$ cat config.mk
export PLATFORM = sky130hd
export DESIGN_NAME = multicycle_main_fsm_flat
export DESIGN_NICKNAME = d
export VERILOG_FILES = /design/src/rtl/riscv_pkg.sv /design/src/rtl/multicycle_main_fsm_if.sv /design/src/rtl/multicycle_main_fsm_imm.sv /design/src/rtl/multicycle_main_fsm.sv /design/src/flat_wrapper.sv
export SDC_FILE = /design/constraint.sdc
export NUM_CORES = 1
export LEC_CHECK = 0
export BUFFER_PORTS_ARGS = -buffer_cell sky130_fd_sc_hd__buf_4
export CAP_MARGIN = 10
export CORE_MARGIN = 5
export CORE_UTILIZATION = 52
export CTS_CLUSTER_SIZE = 10
export DETAILED_ROUTE_END_ITERATION = 10
export PLACE_DENSITY = 0.8
export SLEW_MARGIN = 20
export SYNTH_ARGS = -nofsm -noshare
export SYNTH_HDL_FRONTEND = slang
export SYNTH_SLANG_ARGS = --single-unit
export TNS_END_PERCENT = 50
$ cat constraint.sdc
create_clock -name clk -period 2.5 [get_ports clk]
set_clock_uncertainty 0.1 [all_clocks]
set_input_delay 0.5 -clock clk [delete_from_list [all_inputs] [get_ports clk]]
set_output_delay 0.5 -clock clk [all_outputs]
set_load 0.03 [all_outputs]
$ cat src/rtl/riscv_pkg.sv
// Shared RV32I control encodings: opcodes, FSM states and datapath selects.
// Imported by the multi-cycle control FSM and the immediate decoder.
package riscv_pkg;

    localparam logic [6:0] OP_LOAD   = 7'b0000011;
    localparam logic [6:0] OP_STORE  = 7'b0100011;
    localparam logic [6:0] OP_RTYPE  = 7'b0110011;
    localparam logic [6:0] OP_ITYPE  = 7'b0010011;
    localparam logic [6:0] OP_BRANCH = 7'b1100011;
    localparam logic [6:0] OP_JAL    = 7'b1101111;
    localparam logic [6:0] OP_LUI    = 7'b0110111;

    typedef enum logic [3:0] {
        S_FETCH    = 4'd0,
        S_DECODE   = 4'd1,
        S_MEMADR   = 4'd2,
        S_MEMREAD  = 4'd3,
        S_MEMWB    = 4'd4,
        S_MEMWRITE = 4'd5,
        S_EXECR    = 4'd6,
        S_EXECI    = 4'd7,
        S_LUI      = 4'd8,
        S_ALUWB    = 4'd9,
        S_BEQ      = 4'd10,
        S_JAL      = 4'd11,
        S_ILLEGAL  = 4'd12
    } state_e;

    localparam logic [2:0] IMM_I = 3'b000;
    localparam logic [2:0] IMM_S = 3'b001;
    localparam logic [2:0] IMM_B = 3'b010;
    localparam logic [2:0] IMM_J = 3'b011;
    localparam logic [2:0] IMM_U = 3'b100;

    localparam logic [1:0] RES_ALUOUT = 2'b00;
    localparam logic [1:0] RES_DATA   = 2'b01;
    localparam logic [1:0] RES_ALURES = 2'b10;

    localparam logic [1:0] SRCA_PC    = 2'b00;
    localparam logic [1:0] SRCA_OLDPC = 2'b01;
    localparam logic [1:0] SRCA_RS1   = 2'b10;

    localparam logic [1:0] SRCB_RS2  = 2'b00;
    localparam logic [1:0] SRCB_IMM  = 2'b01;
    localparam logic [1:0] SRCB_FOUR = 2'b10;

    localparam logic [1:0] ALU_ADD   = 2'b00;
    localparam logic [1:0] ALU_SUB   = 2'b01;
    localparam logic [1:0] ALU_FUNCT = 2'b10;

endpackage

$ cat src/rtl/multicycle_main_fsm_if.sv
// Control bundle between the main FSM (master) and the datapath/memory (slave).
interface multicycle_main_fsm_if #(
    parameter int OP_W      = 7,
    parameter int IMM_SRC_W = 3,
    parameter int CNT_W     = 32
);
    logic [OP_W-1:0]      op;
    logic                 zero;
    logic                 mem_ready;
    logic                 mem_req;
    logic                 pc_write;
    logic                 adr_src;
    logic                 mem_write;
    logic                 ir_write;
    logic [1:0]           result_src;
    logic [1:0]           alu_src_a;
    logic [1:0]           alu_src_b;
    logic [1:0]           alu_op;
    logic [IMM_SRC_W-1:0] imm_src;
    logic                 reg_write;
    logic                 illegal_op;
    logic [CNT_W-1:0]     instret;

    modport master (
        input  op, zero, mem_ready,
        output mem_req, pc_write, adr_src, mem_write, ir_write,
        output result_src, alu_src_a, alu_src_b, alu_op,
        output imm_src, reg_write, illegal_op, instret
    );

    modport slave (
        output op, zero, mem_ready,
        input  mem_req, pc_write, adr_src, mem_write, ir_write,
        input  result_src, alu_src_a, alu_src_b, alu_op,
        input  imm_src, reg_write, illegal_op, instret
    );
endinterface

$ cat src/rtl/multicycle_main_fsm_imm.sv
// Opcode to immediate-format select; reused by the later pipelined decode.
module imm_src_decoder
    import riscv_pkg::*;
(
    input  logic [6:0] i_op,
    output logic [2:0] o_imm_src
);
    always_comb begin
        o_imm_src = IMM_I;
        case (i_op)
            OP_STORE:  o_imm_src = IMM_S;
            OP_BRANCH: o_imm_src = IMM_B;
            OP_JAL:    o_imm_src = IMM_J;
            OP_LUI:    o_imm_src = IMM_U;
            default:   o_imm_src = IMM_I;
        endcase
    end
endmodule

$ cat src/rtl/multicycle_main_fsm.sv
// Multi-cycle RV32I main control FSM with memory handshake,
// illegal-opcode pulse and retired-instruction counter.
module multicycle_main_fsm
    import riscv_pkg::*;
#(
    parameter int OP_W      = 7,
    parameter int IMM_SRC_W = 3,
    parameter int CNT_W     = 32,
    parameter int EN_JAL    = 1
) (
    input  logic                    clk,
    input  logic                    rst,
    multicycle_main_fsm_if.master   bus
);
    state_e           r_state;
    state_e           w_next;
    logic [CNT_W-1:0] r_instret;
    logic             r_illegal;
    logic [OP_W-1:0]  w_op;
    logic [2:0]       w_imm_src;
    logic             w_retire;
    logic             w_pc_update;
    logic             w_branch;
    logic             w_mem_req;
    logic             w_adr_src;
    logic             w_mem_write;
    logic             w_ir_write;
    logic             w_reg_write;
    logic [1:0]       w_result_src;
    logic [1:0]       w_src_a;
    logic [1:0]       w_src_b;
    logic [1:0]       w_alu_op;

    assign w_op = bus.op;

    imm_src_decoder u_imm (
        .i_op      (w_op),
        .o_imm_src (w_imm_src)
    );

    always_comb begin
        w_next = S_FETCH;
        case (r_state)
            S_FETCH:   w_next = bus.mem_ready ? S_DECODE : S_FETCH;
            S_DECODE: begin
                case (w_op)
                    OP_LOAD, OP_STORE: w_next = S_MEMADR;
                    OP_RTYPE:          w_next = S_EXECR;
                    OP_ITYPE:          w_next = S_EXECI;
                    OP_BRANCH:         w_next = S_BEQ;
                    OP_JAL:  w_next = (EN_JAL != 0) ? S_JAL : S_ILLEGAL;
                    OP_LUI:            w_next = S_LUI;
                    default:           w_next = S_ILLEGAL;
                endcase
            end
            S_MEMADR:  w_next = (w_op == OP_LOAD) ? S_MEMREAD : S_MEMWRITE;
            S_MEMREAD: w_next = bus.mem_ready ? S_MEMWB : S_MEMREAD;
            S_MEMWRITE: w_next = bus.mem_ready ? S_FETCH : S_MEMWRITE;
            S_EXECR, S_EXECI, S_LUI, S_JAL: w_next = S_ALUWB;
            default:   w_next = S_FETCH;
        endcase
    end

    always_comb begin
        w_mem_req    = 1'b0;
        w_adr_src    = 1'b0;
        w_mem_write  = 1'b0;
        w_ir_write   = 1'b0;
        w_pc_update  = 1'b0;
        w_branch     = 1'b0;
        w_reg_write  = 1'b0;
        w_result_src = RES_ALUOUT;
        w_src_a      = SRCA_PC;
        w_src_b      = SRCB_RS2;
        w_alu_op     = ALU_ADD;
        case (r_state)
            S_FETCH: begin
                w_mem_req    = 1'b1;
                w_src_b      = SRCB_FOUR;
                w_result_src = RES_ALURES;
                w_ir_write   = bus.mem_ready;
                w_pc_update  = bus.mem_ready;
            end
            S_DECODE: begin
                w_src_a = SRCA_OLDPC;
                w_src_b = SRCB_IMM;
            end
            S_MEMADR: begin
                w_src_a = SRCA_RS1;
                w_src_b = SRCB_IMM;
            end
            S_MEMREAD: begin
                w_mem_req = 1'b1;
                w_adr_src = 1'b1;
            end
            S_MEMWB: begin
                w_result_src = RES_DATA;
                w_reg_write  = 1'b1;
            end
            S_MEMWRITE: begin
                w_mem_req   = 1'b1;
                w_adr_src   = 1'b1;
                w_mem_write = bus.mem_ready;
            end
            S_EXECR: begin
                w_src_a  = SRCA_RS1;
                w_alu_op = ALU_FUNCT;
            end
            S_EXECI: begin
                w_src_a  = SRCA_RS1;
                w_src_b  = SRCB_IMM;
                w_alu_op = ALU_FUNCT;
            end
            S_LUI:   w_src_b = SRCB_IMM;
            S_ALUWB: w_reg_write = 1'b1;
            S_BEQ: begin
                w_src_a  = SRCA_RS1;
                w_alu_op = ALU_SUB;
                w_branch = 1'b1;
            end
            S_JAL: begin
                w_src_a     = SRCA_OLDPC;
                w_src_b     = SRCB_FOUR;
                w_pc_update = 1'b1;
            end
            default: ;
        endcase
    end

    // ILLEGAL is deliberately absent: a skipped instruction is not retired
    assign w_retire = (r_state == S_MEMWB) || (r_state == S_ALUWB)
                   || (r_state == S_BEQ)
                   || ((r_state == S_MEMWRITE) && bus.mem_ready);

    always_ff @(posedge clk or negedge rst) begin
        if (!rst) begin
            r_state   <= S_FETCH;
            r_instret <= '0;
            r_illegal <= 1'b0;
        end else begin
            r_state   <= w_next;
            r_illegal <= (w_next == S_ILLEGAL);
            if (w_retire) r_instret <= r_instret + CNT_W'(1);
        end
    end

    assign bus.mem_req    = w_mem_req;
    assign bus.pc_write   = w_pc_update | (w_branch & bus.zero);
    assign bus.adr_src    = w_adr_src;
    assign bus.mem_write  = w_mem_write;
    assign bus.ir_write   = w_ir_write;
    assign bus.result_src = w_result_src;
    assign bus.alu_src_a  = w_src_a;
    assign bus.alu_src_b  = w_src_b;
    assign bus.alu_op     = w_alu_op;
    assign bus.imm_src    = IMM_SRC_W'(w_imm_src);
    assign bus.reg_write  = w_reg_write;
    assign bus.illegal_op = r_illegal;
    assign bus.instret    = r_instret;
endmodule
$ cat src/flat_wrapper.sv
// flat-port wrapper written by rule: the top's interface ports become plain ports
module multicycle_main_fsm_flat import riscv_pkg::*;
#(
    parameter int OP_W      = 7,
    parameter int IMM_SRC_W = 3,
    parameter int CNT_W     = 32,
    parameter int EN_JAL    = 1
)
  (clk, rst, bus_op, bus_zero, bus_mem_ready, bus_mem_req, bus_pc_write, bus_adr_src, bus_mem_write, bus_ir_write, bus_result_src, bus_alu_src_a, bus_alu_src_b, bus_alu_op, bus_imm_src, bus_reg_write, bus_illegal_op, bus_instret);
  multicycle_main_fsm_if #(.OP_W(OP_W), .IMM_SRC_W(IMM_SRC_W), .CNT_W(CNT_W)) bus_i ();
  input  logic clk;
  input  logic rst;
  input wire logic [$bits(bus_i.op)-1:0] bus_op;
  input wire logic [$bits(bus_i.zero)-1:0] bus_zero;
  input wire logic [$bits(bus_i.mem_ready)-1:0] bus_mem_ready;
  output wire logic [$bits(bus_i.mem_req)-1:0] bus_mem_req;
  output wire logic [$bits(bus_i.pc_write)-1:0] bus_pc_write;
  output wire logic [$bits(bus_i.adr_src)-1:0] bus_adr_src;
  output wire logic [$bits(bus_i.mem_write)-1:0] bus_mem_write;
  output wire logic [$bits(bus_i.ir_write)-1:0] bus_ir_write;
  output wire logic [$bits(bus_i.result_src)-1:0] bus_result_src;
  output wire logic [$bits(bus_i.alu_src_a)-1:0] bus_alu_src_a;
  output wire logic [$bits(bus_i.alu_src_b)-1:0] bus_alu_src_b;
  output wire logic [$bits(bus_i.alu_op)-1:0] bus_alu_op;
  output wire logic [$bits(bus_i.imm_src)-1:0] bus_imm_src;
  output wire logic [$bits(bus_i.reg_write)-1:0] bus_reg_write;
  output wire logic [$bits(bus_i.illegal_op)-1:0] bus_illegal_op;
  output wire logic [$bits(bus_i.instret)-1:0] bus_instret;
  assign bus_i.op = bus_op;
  assign bus_i.zero = bus_zero;
  assign bus_i.mem_ready = bus_mem_ready;
  assign bus_mem_req = bus_i.mem_req;
  assign bus_pc_write = bus_i.pc_write;
  assign bus_adr_src = bus_i.adr_src;
  assign bus_mem_write = bus_i.mem_write;
  assign bus_ir_write = bus_i.ir_write;
  assign bus_result_src = bus_i.result_src;
  assign bus_alu_src_a = bus_i.alu_src_a;
  assign bus_alu_src_b = bus_i.alu_src_b;
  assign bus_alu_op = bus_i.alu_op;
  assign bus_imm_src = bus_i.imm_src;
  assign bus_reg_write = bus_i.reg_write;
  assign bus_illegal_op = bus_i.illegal_op;
  assign bus_instret = bus_i.instret;
  multicycle_main_fsm #(.OP_W(OP_W), .IMM_SRC_W(IMM_SRC_W), .CNT_W(CNT_W), .EN_JAL(EN_JAL)) u_core (.clk(clk), .rst(rst), .bus(bus_i));
endmodule
# [After elaboration in Yosys (flattened, before gate mapping)]
# Index checks and enable logic that the tools add are counted.
# W data, S select, Z words.
[totals] reg_bits=37 input_bits=11 out_inout_bits=50 wordCells=58
[op_classes] add_sub_neg=1 n_eq_ne=19 mux=18 bitwise=2 n_reduce_logical=15
[op_table] operator="$pmux W4 S6" count=2
[op_table] operator="$add A32 B1 Y32 const B" count=1
[op_table] operator="$eq A7 B6 Y1 const B" count=3
[op_table] operator="$eq A4 B4 Y1 const B" count=5
[op_table] operator="$eq A4 B3 Y1 const B" count=4
[op_table] operator="$pmux W2 S2" count=4
[op_table] operator="$eq A7 B7 Y1 const B" count=2
[op_table] operator="$pmux W3 S4" count=1
[op_table] operator="$reduce_or A2 Y1" count=6
[op_table] operator="$reduce_or A4 Y1" count=3
[op_table] operator="$mux W3" count=3
[op_table] operator="$eq A4 B2 Y1 const B" count=2
[op_table] operator="$eq A7 B2 Y1 const B" count=1
[op_table] operator="$eq A7 B5 Y1 const B" count=1
[op_table] operator="$mux W1" count=7
[op_table] operator="$eq A4 B1 Y1 const B" count=1
[op_table] operator="$logic_not A4 Y1" count=1
[op_table] operator="$logic_or A1 B1 Y1" count=3
[op_table] operator="$reduce_or A3 Y1" count=1
[op_table] operator="$pmux W1 S2" count=1
[op_table] operator="$and A1 B1 Y1" count=1
[op_table] operator="$logic_and A1 B1 Y1" count=1
[op_table] operator="$or A1 B1 Y1" count=1

# [Depth between registers and ports, before layout]
[logic_depth] word_depth=5 mapped_depth=8 depth_no_buf=5

# [Hierarchy]
# Synthesis repeated with hierarchy kept, for this count alone.
[hier_totals] hier_cells=233 area_unflattened_um2=2203.4
[by_module_without_submodules] mod="multicycle_main_fsm" n_inst=1 cells_each=225 area_each_um2=2142.1
[by_module_without_submodules] mod="imm_src_decoder" n_inst=1 cells_each=8 area_each_um2=61.3

# [Worst setup path after synthesis]
# No wires, ideal clock.
[synth_path] path_type="reg-to-output" start="register u_core.r_state[0]" end="output bus_ir_write" arrival_ns=2.128 slack_ns=-0.228 path_stages_with_launch=4 path_cell_list="dfrtp_1 > clkbuf_1 > nor4_1 > and2_1"
[synth_between] elab_chain_len=2
[synth_rtl] item="start, declared" line="multicycle_main_fsm.sv:15" source="state_e r_state;"
[synth_rtl] item="start signal, assigned" line="multicycle_main_fsm.sv:141" source="r_state <= w_next;"
[synth_rtl] item="$logic_not A4 Y1" line="multicycle_main_fsm.sv:76" source="case (r_state)"
[synth_rtl] item="$mux W1" line="multicycle_main_fsm.sv:76"
[synth_rtl] item="end, declared" line="flat_wrapper.sv:20" source="output wire logic [$bits(bus_i.ir_write)-1:0] bus_ir_write;"
# Every way passes these cells.

# [Worst setup path in the final report]
[layout_path] start="register u_core.r_state[1]" end="output bus_mem_req"
[layout_between] elab_chain_len=3
[layout_rtl] item="$eq A4 B2 Y1 (tied with other cells)" line="multicycle_main_fsm.sv:76"
[layout_rtl] item="$reduce_or A3 Y1 (no source line) (*)"
[layout_rtl] item="$mux W1 (*)" line="multicycle_main_fsm.sv:76"
[layout_rtl] item="end, declared" line="flat_wrapper.sv:16" source="output wire logic [$bits(bus_i.mem_req)-1:0] bus_mem_req;"
# Mark *: on every way between the ends. The rest lies on a longest branch, timed or not.

==> impl_results.md <==
* Synth Instances at 213
* Final Cycle Share at 0.9433
* Post-CTS Setup Repair Bufs at 0
* Adder-Cell Fraction of Synth Area at 0.005807
* Width of the die at 74.37 um
* Worst slew margin at 0.6480
* Antenna cells at 0
* Min cycle time layout at 2.358 ns
* Logic pwr share at 0.471
* Final setup fails at 0
* Clock sink total at 37
* Register share of total power at 0.325
* Initial core utilization at 0.5386
* DP Worst Slack at 0.3354 ns
* WL final at 4.895 mm
* Largest family of logic cells by synthesized area: simple AND/OR/NAND/NOR gates
* Status: finished, final reports clean
* CTS tree: built
* Ratio of cells with drive above 1 in the final layout at 0.3055
* Type of the most critical hold path: primary input to asynchronous set/reset pin
* Post-CTS sizing at 0
* Pins Over Slew Limit at 0
* Worst path bufs/invs at 2
* GR Overflow Total at 0
* Most used DFF post-synth: dfrtp_1
* Worst setup margin at 0.1417 ns
* Crit-path max FO at 14
* Core area at 0.004000 mm^2
* Synth Register Bits at 37
* Peak supply drop at 751.0 uV
* HPWL after DPL at 3.643 mm
* Critical path arrival at 1.76 ns
* Critical path depth at 5
* Leak at 1.243 nW
* Post-route antenna net violation count at 0
* CP Data Required Time at 1.90 ns
* Tot GR Track Use at 0.1919
* Worst-Margin Slew at 0.5249 ns
* First-pass GRT wire length at 8.176 mm
* Syn avg cell area at 10.12 um^2
* Die area at 0.005531 mm^2
* Max cap viols at 0
* Num rows at 23
* Iteration-0 DRC Markers at 66
* Tot Pwr at 0.002608 W
* Total negative slack at 0 ns
* CP max-delay cell: dfrtp_1
* Setup CP Type: flop to output pin
* Post-synthesis sequential area ratio at 0.4297
* Syn-to-layout area delta at 28.22%
* Clock transition at the registers of the reported paths at 0.07 ns
* Ys async rst share at 1.000
* CP peak stage delay at 0.60 ns
* Delay-heaviest family, CP: flip-flops
* Pwr/cell area at 943.9 mW/mm^2
* Critical-path cell list: buf_4 > xnor2_1 > nor3_1 > or2_2 > buf_4
* Residual DRC at 0
* Post-synth EDFFs at 0
* Drt first pass iters at 4
* FMAX at 424.0 MHz
* Net Sw Frac at 0.4272
* Syn. warnings at 0
* Synth cell types at 46
* Psw at 0.001114 W
* Antenna violations before repair at 0
* Post-synthesis mux area share at 0.005226
* Crit start category: flop
* H-Tree Level Count at 2
* Vias at 1,830
* Worst hold slack at 0.05983 ns
* Final Hold Fails at 0
* Vias/cell at 5.631
* Largest net degree at the start of global routing at 38
* Chip height at 74.37 um
* Worst setup EP type: output pin
* RSZ-0062 raised after global routing: false
* Hold Buf Count CTS at 0
* R2R cell count at 5
* Compound-gate portion of the synthesized area at 0.1266
* Port bufs at 60
* Nets@finish at 286
* Number of global-route vias before repair at 1,750
* Syn Nets at 225
* WL/cell at 15.06 um
* Clk_lat worst skew at 0.28 ns
* Clock Path Buffers at 2
* Root Buffer: clkbuf_8
* IO Pins at 61
* Synth Cell Area at 0.002155 mm^2
* TritonCTS Buffers at 5
* CP most frequent cell: buf_4
* Simple-gate share of the synthesized area at 0.2532
* Clock power frac at 0.204
* Int Power at 0.001494 W
* XOR/XNOR Fraction of Synth Area at 0.1423
* Gpl congestion at 0.7861
==> synth_stat cells (all sizes together), types with 3 or more instances <==
library cell / n / share of area
and2: 7 / 0.021
a21oi: 8 / 0.019
a211oi: 4 / 0.016
inv: 5 / 0.0087
buf: 5 / 0.018
dfrtp: 37 / 0.43
clkbuf: 5 / 0.0087
nor4b: 3 / 0.022
nand4: 10 / 0.029
nand3: 15 / 0.035
xnor2: 27 / 0.11
nor4: 3 / 0.0087
nor3: 4 / 0.0093
o211ai: 3 / 0.010
and3: 7 / 0.020
nand2b: 4 / 0.012
nor2: 14 / 0.024
nand2: 13 / 0.023
o21ai: 5 / 0.012
xor2: 8 / 0.033
a31oi: 3 / 0.016
and4: 5 / 0.020
==> final cells by class <==
class,count,area (um^2)
sequential,37,925.9
inverter,6,22.52
fill,329,1237
clock buffer,7,86.33
timing repair buffer,64,480.5
multi-input combinational,160,1155
tap,50,62.56
clock inverter,1,30.03
==> metal layers <==
metal / vias to the layer above / GRT usage / part of all wire
li1: 884 / - / -
met1: 877 / 0.2391 / 0.42
met2: 62 / 0.3141 / 0.50
met3: 7 / 0.04459 / 0.067
met4: 0 / 0.09091 / 0.016
met5: - / 0 / 0
==> final timing paths <==
| path | slack, ns | endpoint | startpoint |
|---|---|---|---|
| max in group asynchronous | 1.92 | u_core.bus.illegal_op | rst |
| max reg2reg | 0.38 | u_core.bus.instret[16] | u_core.r_state[0] |
| max | 0.14 | bus_mem_req | u_core.r_state[1] |
| min in group clk | 0.37 | u_core.bus.instret[31] | u_core.bus.instret[31] |
| min | 0.06 | u_core.bus.instret[2] | rst |
| min reg2reg | 0.37 | u_core.bus.instret[31] | u_core.bus.instret[31] |
==> layout by cell type, fill, tap and decap left out, drive strengths merged, types with 5 or more instances in the layout <==
master	n
nand2	13
xnor2	27
inv	5
a21oi	8
nand3	15
nor2	14
and2	7
buf	64
xor2	8
o21ai	5
clkbuf	7
nand4	10
dfrtp	37
and4	5
and3	7
==> stage by stage <==
stage / instances / instance area (um^2) / utilization
final: 325 / 2763 / 0.6906
after global routing: 325 / 2763 / 0.6906
after CTS: 325 / 2763 / 0.6906
after detailed placement: 317 / 2646 / 0.6616
after global placement: 317 / 2646 / 0.6616
after floorplan: 213 / 2161 / -
==> cell families after synthesis <==
logic type,count (synthesis)
XOR/XNOR,35
AND/OR/NAND/NOR,92
multiplexers,1
adder cells (fa/ha/maj),1
flip-flops,37
AO/OA/AOI/OAI,31
buffers and inverters,16
==> power by group through the flow <==
stage	sequential [W]	clock (W)	combinational, W
6_report	0.000847	0.000531	0.00123
5_1_grt	0.000872	0.000566	0.00133
4_1_cts	0.000849	0.000545	0.00124
3_5_place_dp	0.000859	0	0.00123
3_3_place_gp	0.000854	0	0.00121
2_1_floorplan	0.000911	0	0.000805
==> registers in the layout, summed over array words and instances, names as in the netlist <==
name / flops
u_core.bus.instret: 32
u_core.r_state: 4
u_core.bus.illegal_op: 1
No activity file was read; power rests on OpenSTA's default activity.
